<file path="config.mk">
export PLATFORM = sky130hd
export DESIGN_NAME = mvm_uart_tx_flat
export DESIGN_NICKNAME = d
export VERILOG_FILES = /design/src/rtl/mvm_pkg.sv /design/src/rtl/mvm_uart_tx_if.sv /design/src/rtl/mvm_uart_tx_baud_tick.sv /design/src/rtl/mvm_uart_tx.sv /design/src/flat_wrapper.sv
export SDC_FILE = /design/constraint.sdc
export NUM_CORES = 1
export LEC_CHECK = 0
export CAP_MARGIN = 40
export CELL_PAD_IN_SITES_DETAIL_PLACEMENT = 1
export CELL_PAD_IN_SITES_GLOBAL_PLACEMENT = 1
export CORE_MARGIN = 5
export CORE_UTILIZATION = 30
export CTS_BUF_LIST = sky130_fd_sc_hd__clkbuf_4 sky130_fd_sc_hd__clkbuf_8
export CTS_CLUSTER_DIAMETER = 30
export DETAILED_ROUTE_END_ITERATION = 10
export GPL_TIMING_DRIVEN = 0
export PLACE_DENSITY = 0.61
export SYNTH_ARGS = -nofsm -noshare
export SYNTH_HDL_FRONTEND = slang
export SYNTH_HIERARCHICAL = 1
export SYNTH_SLANG_ARGS = --single-unit
</file>
<file path="constraint.sdc">
create_clock -name clk -period 1.8 [get_ports clk]
set_clock_uncertainty 0.1 [all_clocks]
set_input_delay 0.18 -clock clk [delete_from_list [all_inputs] [get_ports clk]]
set_output_delay 0.18 -clock clk [all_outputs]
set_load 0.005 [all_outputs]
</file>
<file path="src/rtl/mvm_pkg.sv">
`default_nettype none
// ============================================================================
// Package     : mvm_pkg
// Description : Shared types and default system constants for the UART MVM
//               output stage. Holds the transmitter state type, the default
//               sizing of the result bus and UART framing, and a helper that
//               sizes counters.
// Revision    : 1.0  initial release
// ============================================================================
package mvm_pkg;

   typedef enum logic [0:0] {
      IDLE = 1'b0,
      SEND = 1'b1
   } state_e;

   localparam int CLOCKS_PER_PULSE = 4;   // clk cycles per UART bit
   localparam int BITS_PER_WORD    = 8;   // data bits per packet
   localparam int PACKET_SIZE_TX   = 13;  // bits per packet incl. start
   localparam int R                = 4;   // result elements on the bus
   localparam int W_Y_OUT          = 8;   // width of each result element

   // Width of a counter spanning 0..range_n-1, never less than one bit.
   function automatic int cnt_width(input int range_n);
      return (range_n > 1) ? $clog2(range_n) : 1;
   endfunction

endpackage
`default_nettype wire

</file>
<file path="src/rtl/mvm_uart_tx_if.sv">
`default_nettype none
// ============================================================================
// Interface   : mvm_uart_tx_if
// Description : Valid/ready result-bus handshake between the MVM core
//               (master) and the UART transmitter (slave).
//   s_valid  master->slave  result bus valid
//   s_ready  slave->master  transmitter idle, bus can be accepted
//   s_data   master->slave  W_BUS-bit result bus
// Revision    : 1.0  initial release
// ============================================================================
interface mvm_uart_tx_if #(
   parameter int W_BUS = mvm_pkg::R * mvm_pkg::W_Y_OUT
) ();

   logic             s_valid;
   logic             s_ready;
   logic [W_BUS-1:0] s_data;

   modport master (output s_valid, output s_data, input s_ready);
   modport slave  (input s_valid, input s_data, output s_ready);

endinterface
`default_nettype wire

</file>
<file path="src/rtl/mvm_uart_tx_baud_tick.sv">
`default_nettype none
// ============================================================================
// Module      : uart_baud_tick
// Description : Bit-period pulse counter. Counts 0..CLOCKS_PER_PULSE-1 while
//               enabled and raises tick during the last cycle of each bit.
//   clk   in   system clock
//   rstn  in   asynchronous active-low reset
//   en    in   count enable
//   clr   in   synchronous clear (has priority over en)
//   tick  out  last cycle of the current bit period
// Revision    : 1.0  initial release
// ============================================================================
module uart_baud_tick #(
   parameter int CLOCKS_PER_PULSE = mvm_pkg::CLOCKS_PER_PULSE
) (
   input  logic clk,
   input  logic rstn,
   input  logic en,
   input  logic clr,
   output logic tick
);
   import mvm_pkg::*;

   localparam int               CNT_W    = cnt_width(CLOCKS_PER_PULSE);
   localparam logic [CNT_W-1:0] CNT_LAST = CNT_W'(CLOCKS_PER_PULSE - 1);

   logic [CNT_W-1:0] cnt_q;
   logic [CNT_W-1:0] cnt_d;

   // With CLOCKS_PER_PULSE=1 the counter sits at 0 and ticks every cycle.
   assign tick = en && (cnt_q == CNT_LAST);

   always_comb begin
      cnt_d = cnt_q;
      if (clr) begin
         cnt_d = '0;
      end else if (en) begin
         cnt_d = tick ? '0 : cnt_q + 1'b1;
      end
   end

   always_ff @(posedge clk or negedge rstn) begin
      if (!rstn) begin
         cnt_q <= '0;
      end else begin
         cnt_q <= cnt_d;
      end
   end

endmodule
`default_nettype wire

</file>
<file path="src/rtl/mvm_uart_tx.sv">
`default_nettype none
// ============================================================================
// Module      : mvm_uart_tx
// Description : UART output stage of the MVM system. Accepts the whole result
//               bus in one valid/ready handshake and serialises it as N_WORDS
//               UART packets, word 0 first. Each packet is a start bit (0),
//               BITS_PER_WORD data bits LSB-first, then high stop/padding bits
//               up to PACKET_SIZE_TX bits.
//   clk   in   system clock
//   rstn  in   asynchronous active-low reset
//   s_if  slave  result bus handshake (s_valid, s_ready, s_data)
//   tx    out  UART serial line, idle high, registered
// Revision    : 1.0  initial release
// ============================================================================
module mvm_uart_tx #(
   parameter int CLOCKS_PER_PULSE = mvm_pkg::CLOCKS_PER_PULSE,
   parameter int BITS_PER_WORD    = mvm_pkg::BITS_PER_WORD,
   parameter int PACKET_SIZE_TX   = mvm_pkg::PACKET_SIZE_TX,
   parameter int R                = mvm_pkg::R,
   parameter int W_Y_OUT          = mvm_pkg::W_Y_OUT
) (
   input  logic        clk,
   input  logic        rstn,
   mvm_uart_tx_if.slave s_if,
   output logic        tx
);
   import mvm_pkg::*;

   localparam int W_BUS     = R * W_Y_OUT;
   localparam int N_WORDS   = W_BUS / BITS_PER_WORD;
   localparam int BIT_W     = cnt_width(PACKET_SIZE_TX);
   localparam int WORD_W    = cnt_width(N_WORDS);
   localparam int BUF_IDX_W = cnt_width(W_BUS);

   localparam logic [BIT_W-1:0]  BIT_LAST     = BIT_W'(PACKET_SIZE_TX - 1);
   localparam logic [BIT_W-1:0]  BIT_DATA_END = BIT_W'(BITS_PER_WORD);
   localparam logic [WORD_W-1:0] WORD_LAST    = WORD_W'(N_WORDS - 1);

   state_e              state_q,  state_d;
   logic [W_BUS-1:0]    buf_q,    buf_d;
   logic [BIT_W-1:0]    bit_q,    bit_d;
   logic [WORD_W-1:0]   word_q,   word_d;
   logic                tx_q,     tx_d;

   logic                baud_en;
   logic                baud_clr;
   logic                baud_tick;
   logic [BUF_IDX_W-1:0] buf_idx;

   uart_baud_tick #(
      .CLOCKS_PER_PULSE (CLOCKS_PER_PULSE)
   ) u_baud (
      .clk  (clk),
      .rstn (rstn),
      .en   (baud_en),
      .clr  (baud_clr),
      .tick (baud_tick)
   );

   assign baud_en     = (state_q == SEND);
   assign s_if.s_ready = (state_q == IDLE);
   assign tx          = tx_q;

   // Buffer position of data bit bit_q of the current word; tx_d computed on a
   // tick is the value for bit_q+1, which for data bits is data[bit_q].
   // Only consumed while bit_q < BITS_PER_WORD.
   assign buf_idx = BUF_IDX_W'(int'(word_q) * BITS_PER_WORD + int'(bit_q));

   always_comb begin
      state_d  = state_q;
      buf_d    = buf_q;
      bit_d    = bit_q;
      word_d   = word_q;
      tx_d     = tx_q;
      baud_clr = 1'b0;

      case (state_q)
         IDLE: begin
            tx_d = 1'b1;
            if (s_if.s_valid) begin
               buf_d    = s_if.s_data;
               bit_d    = '0;
               word_d   = '0;
               baud_clr = 1'b1;
               tx_d     = 1'b0;     // start bit of word 0 shows at H+1
               state_d  = SEND;
            end
         end
         SEND: begin
            if (baud_tick) begin
               if (bit_q == BIT_LAST) begin
                  bit_d = '0;
                  if (word_q == WORD_LAST) begin
                     word_d  = '0;
                     tx_d    = 1'b1;
                     state_d = IDLE;
                  end else begin
                     word_d = word_q + 1'b1;
                     tx_d   = 1'b0;  // next start bit, back-to-back
                  end
               end else begin
                  bit_d = bit_q + 1'b1;
                  tx_d  = (bit_q < BIT_DATA_END) ? buf_q[buf_idx] : 1'b1;
               end
            end
         end
         default: begin
            state_d = IDLE;
            tx_d    = 1'b1;
         end
      endcase
   end

   always_ff @(posedge clk or negedge rstn) begin
      if (!rstn) begin
         state_q <= IDLE;
         buf_q   <= '0;
         bit_q   <= '0;
         word_q  <= '0;
         tx_q    <= 1'b1;
      end else begin
         state_q <= state_d;
         buf_q   <= buf_d;
         bit_q   <= bit_d;
         word_q  <= word_d;
         tx_q    <= tx_d;
      end
   end

endmodule
`default_nettype wire
</file>
<file path="src/flat_wrapper.sv">
// flat-port wrapper written by rule: the top's interface ports become plain ports
module mvm_uart_tx_flat import mvm_pkg::*;
#(
   parameter int CLOCKS_PER_PULSE = mvm_pkg::CLOCKS_PER_PULSE,
   parameter int BITS_PER_WORD    = mvm_pkg::BITS_PER_WORD,
   parameter int PACKET_SIZE_TX   = mvm_pkg::PACKET_SIZE_TX,
   parameter int R                = mvm_pkg::R,
   parameter int W_Y_OUT          = mvm_pkg::W_Y_OUT
)
  (clk, rstn, tx, s_if_s_valid, s_if_s_data, s_if_s_ready);
  mvm_uart_tx_if s_if_i ();
  input  logic clk;
  input  logic rstn;
  output logic tx;
  input wire logic [$bits(s_if_i.s_valid)-1:0] s_if_s_valid;
  input wire logic [$bits(s_if_i.s_data)-1:0] s_if_s_data;
  output wire logic [$bits(s_if_i.s_ready)-1:0] s_if_s_ready;
  assign s_if_i.s_valid = s_if_s_valid;
  assign s_if_i.s_data = s_if_s_data;
  assign s_if_s_ready = s_if_i.s_ready;
  mvm_uart_tx #(.CLOCKS_PER_PULSE(CLOCKS_PER_PULSE), .BITS_PER_WORD(BITS_PER_WORD), .PACKET_SIZE_TX(PACKET_SIZE_TX), .R(R), .W_Y_OUT(W_Y_OUT)) u_core (.clk(clk), .rstn(rstn), .s_if(s_if_i), .tx(tx));
endmodule
</file>
Word-level counts from Yosys, hierarchy flattened. Index checks and enable logic that the tools add are counted.

Register bits after elaboration: 42. Memory bits (writable): 0. Bits of input ports: 35. Logic and storage cells: 50. Latch bits: 0. Output and inout bits: 2. Bits in read-only memories: 0. Memories kept: 0.

Equality and inequality tests: 6. Reduce and logical (&&, ||, !) cells: 5. Multiplexer cells: 26. Magnitude comparators: 2. Div/mod/pow operators: 0. Multipliers: 0. Add/sub/neg operators: 4. Bitwise operators: 1. Shift-type cells: 0.

Operators by type and width (number): 2-to-1 mux 2 bit (7); 2-to-1 mux 4 bit (3); 2-to-1 mux 1 bit (11); one-hot mux 4 bit (2 select lines) (1); less-than comparator 5 x 6 -> 1 bit, second input constant (1); != test 2 bit, second input constant (3); adder 5 x 4 -> 5 bit (1); binary-select mux 1 bit (select 5 bit) (1); adder 2 x 1 -> 2 bit, second input constant (2); adder 4 x 1 -> 4 bit, second input constant (1); equality test 2 bit, second input constant (2); equality test 4 bit, second input constant (1); less-than comparator 4 bit, second input constant (1); one-hot mux 1 bit (2 select lines) (2); one-hot mux 2 bit (2 select lines) (1); AND reduction 2 bit (2); AND reduction 3 bit (1); nonzero test 2 bit (1); logical AND 1 bit (1); NOT 1 bit (1).

Logic depth before layout (Yosys ltp).
Word-level depth: 7. Depth in mapped cells: 7. Gate-level depth less buffers: 6.

Cells and area by module. Netlist, hierarchy kept.

Modules (own cells, without submodules): mvm_uart_tx (area an instance 1980.6 µm², times used 1, cells each 145); uart_baud_tick (area an instance 106.4 µm², times used 1, cells each 9).

Worst setup path after synthesis. No wires, ideal clock.

Path type: reg-to-reg. From: register u_core.state_q (netlist: u_core/baud_en). To: register u_core.buf_q[0]. Arrival time: 1463 ps. Setup time: 125 ps. Slack: 112 ps. Period minus slack after synthesis: 1688 ps. Cell stages (with the launch flop): 6. Buffers on the path: 3. Required time: 1575 ps. Path through: dfrtp_1 buf_2 nor2b_1 clkbuf_1 buf_2 mux2_2.

Longest elaborated chain between the ends: 2.

Ends and longest elaborated chain: from (decl) (line mvm_uart_tx.sv:39) `state_e state_q, state_d;`; from (signal assigned) (line mvm_uart_tx.sv:122) `state_q <= state_d;`; NOT 1 bit (no line); AND reduction 2 bit (no line); to (signal assigned) (line mvm_uart_tx.sv:123) `buf_q <= buf_d;`; to (decl) (line mvm_uart_tx.sv:40) `logic [W_BUS-1:0] buf_q, buf_d;`.

Every way passes these cells. A chain may end at the register's enable or synchronous reset.

Worst setup path in the final report.
From: register u_core.bit_q[0]. To: register u_core.tx_q (netlist: u_core/tx).

Longest elaborated chain between the ends: 7. Elaborated cells between the ends (all ways): 9. Those cells by class: add/sub (1); order compare (1); eq/ne (1); mux (6).

Ends and longest elaborated chain: from (decl) (line mvm_uart_tx.sv:41) `logic [BIT_W-1:0] bit_q, bit_d;`; from (signal assigned) (line mvm_uart_tx.sv:124) `bit_q <= bit_d;`; adder 5 x 4 -> 5 bit (line mvm_uart_tx.sv:67) `assign buf_idx = BUF_IDX_W'(int'(word_q) * BITS_PER_WORD + int'(bit_q));`; binary-select mux 1 bit (select 5 bit) (line mvm_uart_tx.sv:103) `tx_d = (bit_q < BIT_DATA_END) ? buf_q[buf_idx] : 1'b1;`; 2-to-1 mux 1 bit (implied by the code) (line mvm_uart_tx.sv:103); 2-to-1 mux 1 bit (line mvm_uart_tx.sv:103); 2-to-1 mux 1 bit * (line mvm_uart_tx.sv:91) `if (bit_q == BIT_LAST) begin`; 2-to-1 mux 1 bit * (line mvm_uart_tx.sv:90) `if (baud_tick) begin`; one-hot mux 1 bit (2 select lines) * (line mvm_uart_tx.sv:77) `case (state_q)`; to (signal assigned) (line mvm_uart_tx.sv:126) `tx_q <= tx_d;`; to (decl) (line mvm_uart_tx.sv:43) `logic tx_q, tx_d;`.

Every way passes the cells marked *; elsewhere a longest branch is shown, timed or not. The select of a mux whose other input is x is not followed.

==> flow_summary.yaml <==
die:
  coreArea_mm2: 0.00679
  die-area_mm2: 0.00872
  die_h_um: 93.4
  fp-row-count: 30
  die_w_um: 93.4
  io_pins: 37
  start_util_pct: 30.7
routing:
  detail-route-antenna-nets: 0
  via_per_inst: 4.72
  wl_met1_mm: 1.91
  wirelength_mm: 4.66
  drtIter0Drc: 63
  vias: 1407
  drc: 0
  first_pass_iters: 4
  routed.top_layer: "met4"
  dr_wl_met2_mm: 2.49
  wl_met3_um: 182
  routedWlPerCell_um: 15.6
timing:
  report.final.hold_viol_count: 0
  period_needed_ns: 1.82
  hold_slack_ns: 0.276
  rsz0062_at_grt: "yes"
  finalCritPeriodShare_pct: 101
  setup_viol_count_final: 1
  relSlewSlack_pct: 63.2
  worst_slack_ns: -0.0167
  worst_pin_slew_ns: 0.550
  drv_slew: 0
  max_freq_ghz: 0.550
clock_tree:
  cts_tree: "yes"
  root_buffer: "clkbuf_8"
  clkLatencyLatePin_ns: 0.29
  cts_buffers: 5
  clk_pin_slew_ns: 0.08
  clockBufferDepth: 2
  ctsHtreeMaxLevel: 2
  clkSinkCount: 42
setup_path:
  r2r_cells: 4
  endpoint_kind: "flip-flop"
  cp-endpoint: "u_core/tx"
  arrival_ns: 1.94
  r2r_start: "u_core/bit_q[0]"
  required_ns: 1.92
  r2r_setup_slack_ns: -0.02
  crit_type: "reg -> reg"
  startpoint_type: "flip-flop"
  timing.critical_path.fanout_max: 10
  crit_path_start: "u_core/bit_q[0]"
  r2r-end: "u_core/tx"
placement:
  gp_congestion: 0.833
  place_worst_setup_slack_ns: -0.379
  place_area_mm2: 0.00259
  port_buffers: 36
  dp_hpwl_mm: 3.54
  place_inst: 287
global_route:
  antenna_found_initial: 0
  grtUsageTotal_pct: 11.6
  grt_pass1_vias: 1635
  grt_overflow: 0
  grt_max_degree: 25
  grt_pass1_wl_mm: 7.89
synthesis:
  ys_ff_latch: 42
  syn-cell-area_mm2: 0.00209
  synth_seq_area_share_pct: 50.4
  avgSynthCellArea_um2: 13.6
  yosys_warnings: 6
  synth_top_cell_by_area: "dfrtp_1"
  mappedNetlistNets: 194
  synth_top_cells_by_area: "dfrtp_1 (49%), mux2_2 (17%), mux4_1 (7.6%)"
  synth_top_cell_area_share_pct: 49.2
  synth_cell_type_count: 35
  synthCells: 154
finish:
  multi_input_area_um2: 982
  sequential_cell_area_mm2: 0.00105
  post_route_cells_drive_above_1_share_pct: 32.2
  nFillCells: 714
  layout.nets: 241
  fin_cells: 298
  fin_area_mm2: 0.00276
  n_antenna_cell: 0
  area_delta_synth_final_pct: 32.4
outcome:
  outcome: "finished with violations"
  violations: "setup timing"
pwr:
  pwr_density_cell_mw_per_mm2: 1420
  leakagePower_uw: 0.00118
  power_uw: 3940
  vdd_drop_max_mv: 0.465
hold_path:
  hp-class: "in -> async"
job:
  drv_cap: 0
## final cells by class
cell class	count	share of cell area [%]
sequential	42	38.1
multi-input combinational	99	35.6
timing repair buffer	40	14.8
tap	96	4.35
clock buffer	7	3.03
buffer	9	2.45
clock inverter	1	1.09
inverter	4	0.634
## critical path, cell delays in order (launching register included)
cell and delay, ns:
dfrtp_2 0.44, buf_8 0.16, mux4_2 0.52, nor3b_1 0.17
o311a_1 0.34
## worst min path at each step
stage,startpoint,to,cells after the start
after floorplan,rstn,u_core/baud_en,0
after CTS,rstn,u_core/buf_q[29],2
after global routing,rstn,u_core/buf_q[29],2
after global placement,u_core/buf_q[9],u_core/buf_q[9],1
after detailed placement,rstn,u_core/buf_q[29],1
final,rstn,u_core/buf_q[29],2
## sequential cells by signal (all words and copies together), names as in the netlist
| register | cells |
|---|---|
| u_core/bit_q | 4 |
| u_core/word_q | 2 |
| u_core/baud_en | 1 |
| u_core/buf_q | 32 |
| u_core/u_baud/cnt_q | 2 |
| u_core/tx | 1 |
## cell usage in the layout (no fill, tap or decap), drive strengths merged, types with 2 or more instances in the layout
master	count
nor2b	3
mux2i	6
o22ai	2
nand2	9
nand3b	2
dfrtp	41
a21oi	2
nor2	5
o21ai	7
a2111oi	2
nand3	2
inv	4
buf	11
ha	5
mux4	8
and3	2
mux2	32
clkdlybuf4s50	35
clkbuf	9
## cells by family (layout without fill, tap and decap cells)
family                   after synthesis  in the layout  synth area share (%)
multiplexers                          46             46                  29.9
adder cells (fa/ha/maj)                5              5                  3.00
buffers and inverters                 13             61                  3.00
XOR/XNOR                               2              2                 0.839
AO/OA/AOI/OAI                         18             18                  5.82
flip-flops                            42             42                  50.4
AND/OR/NAND/NOR                       28             28                  7.08
## synthesized netlist by cell type (all sizes together)
master	n
o22ai	2
o2111ai	1
nand2	9
a41oi	1
o21ai	7
o31ai	1
mux4	8
a2111oi	2
nor2	5
buf	6
mux2	32
and2	1
xor2	1
clkbuf	3
or3b	1
a21oi	2
xnor2	1
dfrtp	41
and3b	1
nor2b	3
a22oi	1
nor3b	1
nand2b	1
ha	5
nand3	2
mux2i	6
nand3b	2
o311a	1
dfstp	1
inv	4
and3	2
## through the flow
stage          setup TNS [ns]  utilization (%)
2_1_floorplan               0                -
3_3_place_gp           -34.63             37.8
3_5_place_dp           -11.37             38.1
4_1_cts               -0.0416             40.4
5_1_grt                -0.119             40.7
6_report              -0.0167             40.7
## power breakdown
| group | internal (µW) | switching (µW) |
|---|---|---|
| Sequential | 1360 | 265 |
| Clock | 445 | 319 |
| Combinational | 912 | 636 |
## per-layer routing
layer | track usage (%) | up-vias
li1 | - | 659
met1 | 13.2 | 721
met2 | 21.1 | 21
met3 | 2.65 | 6
met4 | 4.03 | 0
met5 | 0 | -
## repair_timing
item                       in CTS  in global routing
setup buffers                   1                  1
hold endpoints to repair       17                  0
gates resized for setup        11                 10
hold buffers                    1                  0
setup endpoints to repair      35                  6
No activity file was read; power rests on OpenSTA's default activity.
